[src/rtl/packet_ctrl_if.sv]
// rtl/packet_ctrl_if.sv - serial-in / RAM-write-out bundle for packet_ctrl
//
// Purpose: groups the qualified serial input and the RAM/status outputs of
// packet_ctrl so that they can be passed around as a single port.
// Signals:
//   serial_data  serial bit, meaningful only while data_ena=1
//   data_ena     bit qualifier, one bit per clock while high
//   ram_wr       one-cycle RAM write strobe
//   ram_addr     write address, valid while ram_wr=1
//   ram_data     write data, valid while ram_wr=1
//   pkt_done     one-cycle pulse at the end of every packet
//   pkt_cnt      completed store-type packet count (wraps)
//   busy         high while a payload is being sequenced
// Modports: master = controller view, slave = serial source / RAM side view.
interface packet_ctrl_if #(
  parameter int ADDR_W = 11
);
  logic              serial_data;
  logic              data_ena;
  logic              ram_wr;
  logic [ADDR_W-1:0] ram_addr;
  logic [7:0]        ram_data;
  logic              pkt_done;
  logic [7:0]        pkt_cnt;
  logic              busy;

  modport master (
    input  serial_data, data_ena,
    output ram_wr, ram_addr, ram_data, pkt_done, pkt_cnt, busy
  );

  modport slave (
    output serial_data, data_ena,
    input  ram_wr, ram_addr, ram_data, pkt_done, pkt_cnt, busy
  );
endinterface

[src/rtl/packet_ctrl.sv]
// rtl/packet_ctrl.sv - serial packet controller: byte assembly, header hunt, RAM writer
//
// Purpose: assembles LSB-first bytes from the qualified serial stream, hunts
// for a store or skip header, then sequences a fixed-length payload. Store
// payload bytes are written to the packet RAM at a free-running address;
// skip payload bytes are consumed silently.
// Ports:
//   clk_50   50 MHz clock, rising edge
//   reset_n  asynchronous active-low reset
//   bus      packet_ctrl_if.master (serial in, RAM write and status out)
module packet_ctrl #(
  parameter int         PAYLOAD_BYTES = 4,
  parameter int         ADDR_W        = 11,
  parameter logic [7:0] HDR_STORE     = 8'hA5,
  parameter logic [7:0] HDR_SKIP      = 8'hC3
) (
  input  logic                 clk_50,
  input  logic                 reset_n,
  packet_ctrl_if.master        bus
);

  localparam int PC_W = (PAYLOAD_BYTES > 1) ? $clog2(PAYLOAD_BYTES) : 1;
  localparam logic [PC_W-1:0] LAST_IDX = PC_W'(PAYLOAD_BYTES - 1);

  typedef enum logic [1:0] {
    HUNT  = 2'd0,
    STORE = 2'd1,
    SKIP  = 2'd2
  } state_t;

  state_t            r_state;
  logic [2:0]        r_bit_cnt;
  // Only shreg[7:1] is kept: shreg[0] is shifted out by the next bit and
  // never reaches an assembled byte.
  logic [6:0]        r_shreg;
  logic [PC_W-1:0]   r_pay_cnt;
  logic [ADDR_W-1:0] r_addr;

  logic              r_ram_wr;
  logic [ADDR_W-1:0] r_ram_addr;
  logic [7:0]        r_ram_data;
  logic              r_pkt_done;
  logic [7:0]        r_pkt_cnt;
  logic              r_busy;

  logic [7:0]        w_byte;
  logic              w_byte_done;
  logic              w_last;

  // Byte as it stands after shifting in the current bit.
  assign w_byte      = {bus.serial_data, r_shreg};
  assign w_byte_done = bus.data_ena && (r_bit_cnt == 3'd7);
  assign w_last      = (r_pay_cnt == LAST_IDX);

  always_ff @(posedge clk_50 or negedge reset_n) begin
    if (!reset_n) begin
      r_state    <= HUNT;
      r_bit_cnt  <= '0;
      r_shreg    <= '0;
      r_pay_cnt  <= '0;
      r_addr     <= '0;
      r_ram_wr   <= 1'b0;
      r_ram_addr <= '0;
      r_ram_data <= '0;
      r_pkt_done <= 1'b0;
      r_pkt_cnt  <= '0;
      r_busy     <= 1'b0;
    end else begin
      // Strobes are single-cycle; ram_addr/ram_data simply hold.
      r_ram_wr   <= 1'b0;
      r_pkt_done <= 1'b0;

      if (bus.data_ena) begin
        r_bit_cnt <= r_bit_cnt + 3'd1;
        r_shreg   <= w_byte[7:1];
      end

      if (w_byte_done) begin
        case (r_state)
          HUNT: begin
            if (w_byte == HDR_STORE) begin
              r_state   <= STORE;
              r_pay_cnt <= '0;
              r_busy    <= 1'b1;
            end else if (w_byte == HDR_SKIP) begin
              r_state   <= SKIP;
              r_pay_cnt <= '0;
              r_busy    <= 1'b1;
            end
          end
          STORE, SKIP: begin
            if (r_state == STORE) begin
              r_ram_wr   <= 1'b1;
              r_ram_addr <= r_addr;
              r_ram_data <= w_byte;
              r_addr     <= r_addr + 1'b1;
            end
            if (w_last) begin
              r_pkt_done <= 1'b1;
              r_state    <= HUNT;
              r_busy     <= 1'b0;
              if (r_state == STORE) begin
                r_pkt_cnt <= r_pkt_cnt + 8'd1;
              end
            end else begin
              r_pay_cnt <= r_pay_cnt + 1'b1;
            end
          end
          default: r_state <= HUNT;
        endcase
      end
    end
  end

  assign bus.ram_wr   = r_ram_wr;
  assign bus.ram_addr = r_ram_addr;
  assign bus.ram_data = r_ram_data;
  assign bus.pkt_done = r_pkt_done;
  assign bus.pkt_cnt  = r_pkt_cnt;
  assign bus.busy     = r_busy;

endmodule
[src/flat_wrapper.sv]
// flat-port wrapper written by rule: the top's interface ports become plain ports
module packet_ctrl_flat 
#(
  parameter int         PAYLOAD_BYTES = 4,
  parameter int         ADDR_W        = 11,
  parameter logic [7:0] HDR_STORE     = 8'hA5,
  parameter logic [7:0] HDR_SKIP      = 8'hC3
)
  (clk_50, reset_n, bus_serial_data, bus_data_ena, bus_ram_wr, bus_ram_addr, bus_ram_data, bus_pkt_done, bus_pkt_cnt, bus_busy);
  packet_ctrl_if #(.ADDR_W(ADDR_W)) bus_i ();
  input  logic clk_50;
  input  logic reset_n;
  input wire logic [$bits(bus_i.serial_data)-1:0] bus_serial_data;
  input wire logic [$bits(bus_i.data_ena)-1:0] bus_data_ena;
  output wire logic [$bits(bus_i.ram_wr)-1:0] bus_ram_wr;
  output wire logic [$bits(bus_i.ram_addr)-1:0] bus_ram_addr;
  output wire logic [$bits(bus_i.ram_data)-1:0] bus_ram_data;
  output wire logic [$bits(bus_i.pkt_done)-1:0] bus_pkt_done;
  output wire logic [$bits(bus_i.pkt_cnt)-1:0] bus_pkt_cnt;
  output wire logic [$bits(bus_i.busy)-1:0] bus_busy;
  assign bus_i.serial_data = bus_serial_data;
  assign bus_i.data_ena = bus_data_ena;
  assign bus_ram_wr = bus_i.ram_wr;
  assign bus_ram_addr = bus_i.ram_addr;
  assign bus_ram_data = bus_i.ram_data;
  assign bus_pkt_done = bus_i.pkt_done;
  assign bus_pkt_cnt = bus_i.pkt_cnt;
  assign bus_busy = bus_i.busy;
  packet_ctrl #(.PAYLOAD_BYTES(PAYLOAD_BYTES), .ADDR_W(ADDR_W), .HDR_STORE(HDR_STORE), .HDR_SKIP(HDR_SKIP)) u_core (.clk_50(clk_50), .reset_n(reset_n), .bus(bus_i));
endmodule
[config.mk]
export PLATFORM = sky130hd
export DESIGN_NAME = packet_ctrl_flat
export DESIGN_NICKNAME = d
export VERILOG_FILES = /design/src/rtl/packet_ctrl_if.sv /design/src/rtl/packet_ctrl.sv /design/src/flat_wrapper.sv
export SDC_FILE = /design/constraint.sdc
export NUM_CORES = 1
export LEC_CHECK = 0
export CORE_UTILIZATION = 53
export DETAILED_ROUTE_END_ITERATION = 8
export PLACE_DENSITY = 0.78
export SYNTH_ARGS = -nofsm -noshare
export SYNTH_HDL_FRONTEND = slang
export SYNTH_SLANG_ARGS = --single-unit
[constraint.sdc]
create_clock -name clk_50 -period 1.8 [get_ports clk_50]
set_input_delay 0.54 -clock clk_50 [delete_from_list [all_inputs] [get_ports clk_50]]
set_output_delay 0.54 -clock clk_50 [all_outputs]
set_load 0.005 [all_outputs]
# [Word-level counts from Yosys, hierarchy flattened]
# Index checks and enable logic that the tools add are counted.
# W data, S select, Z words.
[word_totals] register_bits=55 out_inout_bits=30 wordCells=51
[op_classes] n_addsub=4 n_eq_ne=9 mux=18 reduce_logical=9
[op_table] op="$eq A8 B8 Y1 const B" count=2
[op_table] op="$mux W2" count=6
[op_table] op="$reduce_and A4 Y1" count=3
[op_table] op="$add A11 B1 Y11 const B" count=1
[op_table] op="$mux W1" count=9
[op_table] op="$add A8 B1 Y8 const B" count=1
[op_table] op="$pmux W2 S2" count=2
[op_table] op="$reduce_and A3 Y1" count=2
[op_table] op="$eq A2 B2 Y1 const B" count=2
[op_table] op="$add A3 B1 Y3 const B" count=1
[op_table] op="$eq A3 B3 Y1 const B" count=1
[op_table] op="$ne A3 B1 Y1 const B" count=1
[op_table] op="$add A2 B1 Y2 const B" count=1
[op_table] op="$eq A2 B1 Y1 const B" count=1
[op_table] op="$logic_not A2 Y1" count=1
[op_table] op="$ne A2 B1 Y1 const B" count=1
[op_table] op="$ne A2 B2 Y1 const B" count=1
[op_table] op="$pmux W1 S2" count=1
[op_table] op="$reduce_bool A2 Y1" count=1
[op_table] op="$reduce_or A2 Y1" count=1
[op_table] op="$logic_and A1 B1 Y1" count=1

# [Depth between registers and ports, before layout]
# Gate-level depths: netlist of run 1.
[logic_depth] depth_word=4 depth_mapped=8

# [Worst setup path before layout of run 1]
# No wires, ideal clock.
[synth_timing] path_kind="register to register" start="register u_core.r_bit_cnt[0]" end="register u_core.r_pkt_cnt[1], in the netlist u_core.bus.pkt_cnt[1]" setup_time_ps=125 arrival_time_ps=1513 required_ps=1675 slack_ps=163 path_stages_with_launch=8 n_path_buf=1 cell_sequence="dfrtp_1 -> ha_1 -> ha_1 -> nand3_2 -> inv_2 -> buf_4 -> nand2_1 -> mux2_2"
[synth_between] elab_chain_cells=3
[synth_rtl] item="start, declared" line="packet_ctrl.sv:32" source="logic [2:0] r_bit_cnt;"
[synth_rtl] item="start signal, assigned" line="packet_ctrl.sv:74" source="r_bit_cnt <= r_bit_cnt + 3'd1;"
[synth_rtl] item="$eq A3 B3 Y1" line="packet_ctrl.sv:52" source="assign w_byte_done = bus.data_ena && (r_bit_cnt == 3'd7);"
[synth_rtl] item="$logic_and A1 B1 Y1" line="packet_ctrl.sv:52"
[synth_rtl] item="$reduce_and A4 Y1 (no line)"
[synth_rtl] item="end signal, assigned" line="packet_ctrl.sv:103" source="r_pkt_cnt <= r_pkt_cnt + 8'd1;"
[synth_rtl] item="end, declared" line="packet_ctrl.sv:43" source="logic [7:0] r_pkt_cnt;"
# Every way passes these cells.
# A chain may end at the register's enable or synchronous reset.

# [Worst setup path after layout of run 1]
[layout_timing] start="register u_core.r_pkt_cnt[5], in the netlist u_core.bus.pkt_cnt[5]" end="output port bus_pkt_cnt[5]"
[layout_rtl] item="end, declared" line="flat_wrapper.sv:19" source="output wire logic [$bits(bus_i.pkt_cnt)-1:0] bus_pkt_cnt;"
# No word-level cell between the ends.

==> results of run 1 <==
## cells in the mapped netlist
master | count | share of area (%)
nand2_1 | 68 | 11
dfrtp_1 | 55 | 58
xnor2_1 | 16 | 5.9
nand3_1 | 13 | 2.8
mux2_2 | 10 | 4.8
ha_1 | 7 | 3.7
and3_1 | 5 | 1.3
nand4_1 | 5 | 1.3
inv_1 | 4 | 0.64
and4bb_2 | 3 | 1.6
buf_2 | 3 | 0.64
clkbuf_1 | 3 | 0.48
nand4b_1 | 3 | 1.1
nor2_1 | 3 | 0.48
o21ai_0 | 3 | 0.64
a21oi_1 | 2 | 0.42
o21a_1 | 2 | 0.64
xor2_1 | 2 | 0.74
a32oi_1 | 1 | 0.37
and4_1 | 1 | 0.37
buf_4 | 1 | 0.32
inv_2 | 1 | 0.16
nand3_2 | 1 | 0.42
nor2b_1 | 1 | 0.27
o211ai_1 | 1 | 0.32
o21ai_2 | 1 | 0.37
o221a_2 | 1 | 0.48
o22ai_1 | 1 | 0.27
or4_1 | 1 | 0.32
## worst max-delay path by stage
stage,start,to,depth (start not counted)
detailed placement,bus_serial_data,u_core.bus.busy,5
finish,u_core.bus.pkt_cnt[5],bus_pkt_cnt[5],1
CTS,u_core.bus.pkt_cnt[0],bus_pkt_cnt[0],1
global route,u_core.bus.pkt_cnt[5],bus_pkt_cnt[5],1
global placement,bus_serial_data,u_core.bus.busy,5
floorplan,u_core.r_bit_cnt[0],u_core.bus.pkt_cnt[1],7
## worst register-to-register path: cells and delay by family (launching register included)
kind	cells	cell delay (ps)
buffers and inverters	4	490
adders and majority gates	2	450
and+or+nand+nor	3	210
DFF	1	400
## sequential cells by signal, summed over array words and instances (netlist names)
signal,flops
u_core.bus.ram_data,8
u_core.r_state,2
u_core.r_shreg,7
u_core.bus.pkt_cnt,8
u_core.bus.busy,1
u_core.bus.pkt_done,1
u_core.r_bit_cnt,3
u_core.bus.ram_wr,1
u_core.r_addr,11
u_core.bus.ram_addr,11
u_core.r_pay_cnt,2
## logic make-up after synthesis
group           after synthesis
simple gates                104
flops                        55
xor+xnor                     18
compound gates               12
buf+inv                      12
mux                          10
fa+ha+maj                     7
## placed cells by master, fill, tap and decap left out, types with 2 or more instances in the layout
master and instances:
nand4_1 5, and4bb_2 3, o21ai_0 3, nand4b_1 3, ha_1 7, dfrtp_1 55
and3_1 5, o21a_1 2, nand2_1 68, inv_1 4, clkdlybuf4s50_1 32, xor2_1 2
nand3_1 13, nor2_1 3, a21oi_1 2, buf_4 24, clkbuf_1 2, mux2_2 10
xnor2_1 16, clkbuf_8 5
## power by group
group	leakage (nW)	internal [mW]	switching (mW)
clock network	0.0422	0.274	0.372
logic	0.682	0.433	0.345
registers	0.727	1.44	0.162
total	1.45	2.15	0.879
## per-layer routing
layer | up-vias | track usage (%) | share of wire (%)
li1 | 842 | - | -
met1 | 856 | 27.4 | 46
met2 | 33 | 34.9 | 50
met3 | 4 | 4.93 | 3.2
met4 | 0 | 7.65 | 0.93
met5 | - | 0 | 0
## per-stage QoR
stage	worst slack [ps]	instances	util, %
CTS	3.30	323	71.6
detailed placement	-145	313	69.2
global route	-0.00178	327	72.3
finish	38.9	327	72.3
global placement	-114	313	69.2
floorplan	163	218	-
## layout make-up
type	count	area (um^2)	share of cell area, %
sequential	55	1380	45.9
tap	50	62.6	2.09
clock buffer	7	76.3	2.55
multi-input combinational	151	931	31.1
clock inverter	1	5.00	0.167
timing repair buffer	58	526	17.5
inverter	5	18.8	0.627
==> run metrics, run 1 <==
Reg clk slew, reported paths 90 ps; cts hold-fix bufs 0; Fill cells ~340; via count 1735; Mapped Nets between 200 and 250; H-Tree Level Count 2; Compound-Gate Fraction of Synth Area 3.50%; critical path required time between 1000 and 1500 ps; Critical Path Max Stage Delay 520 ps; post_cts resized 0; Hold WC Path Type in2async; Adder-Cell Fraction of Synth Area 3.71%; sum of negative setup slack 0 ps; Setup crit end kind output pin; post-synthesis mux area share 4.77%; die area roughly 0.0047 mm^2; fin crit share 97.8%; Avg Inst Size Synth 10.8 um^2; Clock Skews roughly 4.7 ps; Post-CTS Setup Bufs 2; hold_ws approximately 110 ps; highest-delay cell along the critical path clkdlybuf4s50_1; Post-Place Cell Area between 0.002 and 0.003 mm^2; routed vias/inst between 5 and 6; WP data arrival about 1200 ps; synthesized flop and latch total 55; TritonCTS Buffers 5; n_diodes 0; post-synthesis simple-gate area fraction around 21%; worst r2r src u_core.r_bit_cnt[0]; Core Box Area just over 0.004 mm^2; fin crit period between 1500 and 2000 ps; FF-to-FF End u_core.bus.ram_addr[10]; initial antenna violation count 0; yosys warns 0; I/O Buffers 33; XOR/XNOR Fraction of Synth Area under 10%; worst path bufs/invs 1; vias in the first global route ~1600; worst r2r path cells 9; Chip Height ~70 um; sequential share of the synthesized area 58.3%; Worst-Margin Slew approximately 310 ps; residual DRC count 0; # IOs 34; total chip power about 3 mW; Clk Latency, worst-skew pair about 300 ps; endpoints failing hold 0; Critical Path, Cell by Cell clkdlybuf4s50_1; highest clock rate between 0.5 and 0.6 GHz; CP Launch Type register; P per Cell Area around 1000 mW/mm^2; Yosys cell types 29; antenna viol nets, final 0; Worst Path Max Fanout 4; routability cong. between 0.8 and 0.9; Max clock buf depth 2; largest net degree at the start of global routing 45; max-slew violation count 0; Clock Tree Root clkbuf_8; Crit path max-delay family buffers and inverters; leakage power between 1 and 1.5 nW; CTS tree built; post-route cell area 0.00300 mm^2; GRT Total Usage about a fifth; grt ovf 0; slew margin rel. 79.6%; reg2reg setup slack around 160 ps; first-pass GRT wire length between 7000 and 8000 um; main combinational cell family by area after synthesis simple AND/OR/NAND/NOR gates; kind of critical path reg2out; final setup vio count 0; share of cells above drive strength 1 17.7%; row cnt 23; final net count ~290; dpl hpwl between 3000 and 4000 um; Wirelength per Cell 13.2 um; Worst VDD drop about 730 uV; # Max-Cap Violations 0; Area Overhead vs Synth 26.9%; Post-Route WL about 4300 um; Cell Area, Synth roughly 0.0024 mm^2; Die W 68.7 um; outcome finished, final reports clean; clock sinks 55; Syn Inst Count 218; Initial DRT Pass Iterations 5; drt initial violations 150; initial core utilization about 57%
(Power assumes the default switching activity.)
==> run 2: changes to the inputs <==
--- a/config.mk
+++ b/config.mk
@@ -8,6 +8,8 @@
 export CORE_UTILIZATION = 53
 export DETAILED_ROUTE_END_ITERATION = 8
 export PLACE_DENSITY = 0.78
+export REMOVE_ABC_BUFFERS = 1
+export SKIP_CTS_REPAIR_TIMING = 1
 export SYNTH_ARGS = -nofsm -noshare
 export SYNTH_HDL_FRONTEND = slang
 export SYNTH_SLANG_ARGS = --single-unit
==> run 2 against run 1 <==
Net effect:
- utilization up 0.42 points
- first-iteration DRC count down 59%
- combinational power increased by 3%
- non-clock buffer count did not move
- total power grew 1.3%
- routed wire length up 3.0%
- via count rose by 1.0%
- clock-buffer cell count is 2 lower
- clock skew rose by 3.9 ps
- critical endpoint is now bus_ram_data[5]
==> run metrics, run 2 (synthesis results as in run 1) <==
outcome finished, final reports clean (unchanged); total chip power 3.07 mW (was 3.03 mW); final setup vio count 0 (unchanged); highest clock rate 0.574 GHz (was 0.568 GHz); Max clock buf depth 2 (unchanged); fin crit share 96.8% (was 97.8%); DP Cell Count 312 (was 313); final net count 287 (unchanged); P per Cell Area 1020 mW/mm^2 (was 1010 mW/mm^2); n_diodes 0 (unchanged); Clock Skews 8.57 ps (was 4.68 ps); slew margin rel. 81.0% (was 79.6%); leakage power 1.50 nW (was 1.45 nW); CP Launch Type register (unchanged); commonest non-fill, non-tap cells in the layout nand2_1, dfrtp_1, clkdlybuf4s50_1 (unchanged); max-slew violation count 0 (unchanged); I/O Buffers 33 (unchanged); Clk Latency, worst-skew pair 310 ps (was 300 ps); initial antenna violation count 0 (unchanged); WP data arrival 1200 ps (was 1220 ps); Worst-Margin Slew 285 ps (was 305 ps); kind of critical path reg2out (unchanged); H-Tree Level Count 2 (unchanged); Worst VDD drop 548 uV (was 731 uV); drt initial violations 61 (was 150); Setup crit end kind output pin (unchanged); antenna viol nets, final 0 (unchanged); initial core utilization 56.9% (unchanged); RSZ-0062 raised after global routing no; Final Non-Filler Cells 327 (unchanged); Reg clk slew, reported paths 100 ps (was 90 ps); final worst slack 58.3 ps (was 38.9 ps); endpoints failing hold 0 (unchanged); Initial DRT Pass Iterations 4 (was 5); grt ovf 0 (unchanged); Post-Route WL 4440 um (was 4310 um); Clock Tree Root clkbuf_8 (unchanged); # Max-Cap Violations 0 (unchanged); vias in the first global route 1660 (was 1646); Area Overhead vs Synth 27.7% (was 26.9%); worst r2r path cells 7 (was 9); commonest non-fill, non-tap cell in the layout nand2_1 (unchanged); critical path required time 1260 ps (about the same); fin crit period 1740 ps (was 1760 ps); highest-delay cell along the critical path clkdlybuf4s50_1 (unchanged); share of cells above drive strength 1 19.1% (was 17.7%); # IOs 34 (unchanged); sum of negative setup slack 0 ps (unchanged); worst r2r src u_core.r_bit_cnt[0] (unchanged); worst path bufs/invs 1 (unchanged); CTS tree built (unchanged); GRT Total Usage 21.1% (was 21.2%); Hold WC Path Type in2async (unchanged); crit path from u_core.bus.ram_data[5] (was u_core.bus.pkt_cnt[5]); routability cong. 0.823 (was 0.862); Core Box Area 0.00414 mm^2 (unchanged); die area 0.00472 mm^2 (unchanged); row cnt 23 (unchanged); Critical Path Max Stage Delay 530 ps (was 520 ps); Worst Path Max Fanout 2 (was 4); critical path depth 1 (unchanged); first-pass GRT wire length 7310 um (about the same); residual DRC count 0 (unchanged); via count 1753 (was 1735); pre-CTS WS -136 ps (was -145 ps); FF-to-FF End u_core.r_addr[5] (was u_core.bus.ram_addr[10]); dpl hpwl 3020 um (was 3120 um); largest net degree at the start of global routing 56 (was 45); Wirelength per Cell 13.6 um (was 13.2 um); reg2reg setup slack 190 ps (was 160 ps); Critical Path, Cell by Cell clkdlybuf4s50_1 (unchanged); Crit path max-delay family buffers and inverters (unchanged); Die W 68.7 um (unchanged); clock sinks 55 (unchanged); Worst setup endpoint bus_ram_data[5] (was bus_pkt_cnt[5]); Chip Height 68.7 um (unchanged); TritonCTS Buffers 5 (unchanged); routed vias/inst 5.36 (was 5.31); Util after Layout 72.7% (was 72.3%)
-- run 2: where the power goes --
part	switching (mW)	internal, mW	total [mW]
clock network	0.394	0.271	0.666
registers	0.162	1.44	1.61
logic	0.359	0.438	0.798
total	0.916	2.15	3.07
-- run 2: worst min path at each step --
stage                        endpoint  cells past startpoint  slack, ps
2_1_floorplan         u_core.bus.busy                      0        240
3_3_place_gp   u_core.bus.ram_addr[7]                      2        460
3_5_place_dp   u_core.bus.ram_data[3]                      2        460
4_1_cts        u_core.bus.ram_addr[5]                      2        210
5_1_grt        u_core.bus.ram_addr[5]                      2        220
6_report       u_core.bus.ram_addr[4]                      2        200
-- run 2: cell type report --
type,count,area [um^2]
clock buffers,5,68.8
clock inverters,3,20.0
fillers,339,1130
inverters,5,18.8
multi-input cells,151,931
flip-flops and latches,55,1380
well taps,50,62.6
repair buffers,58,533
-- run 2: metrics by stage --
step	instance area, um^2	hold slack (ps)
final	3010	199
after global routing	3010	223
after CTS	2950	214
after detailed placement	2860	461
after global placement	2860	456
after floorplan	2330	244
-- run 2: per-layer routing --
layer / wire, um / track usage, % / vias up / share of wire [%]
met5: 0 / 0 / - / 0
met1: 2040 / 26.9 / 868 / 46
met4: 48 / 7.14 / 0 / 1.1
li1: - / - / 843 / -
met3: 197 / 5.76 / 4 / 4.4
met2: 2150 / 34.6 / 38 / 48
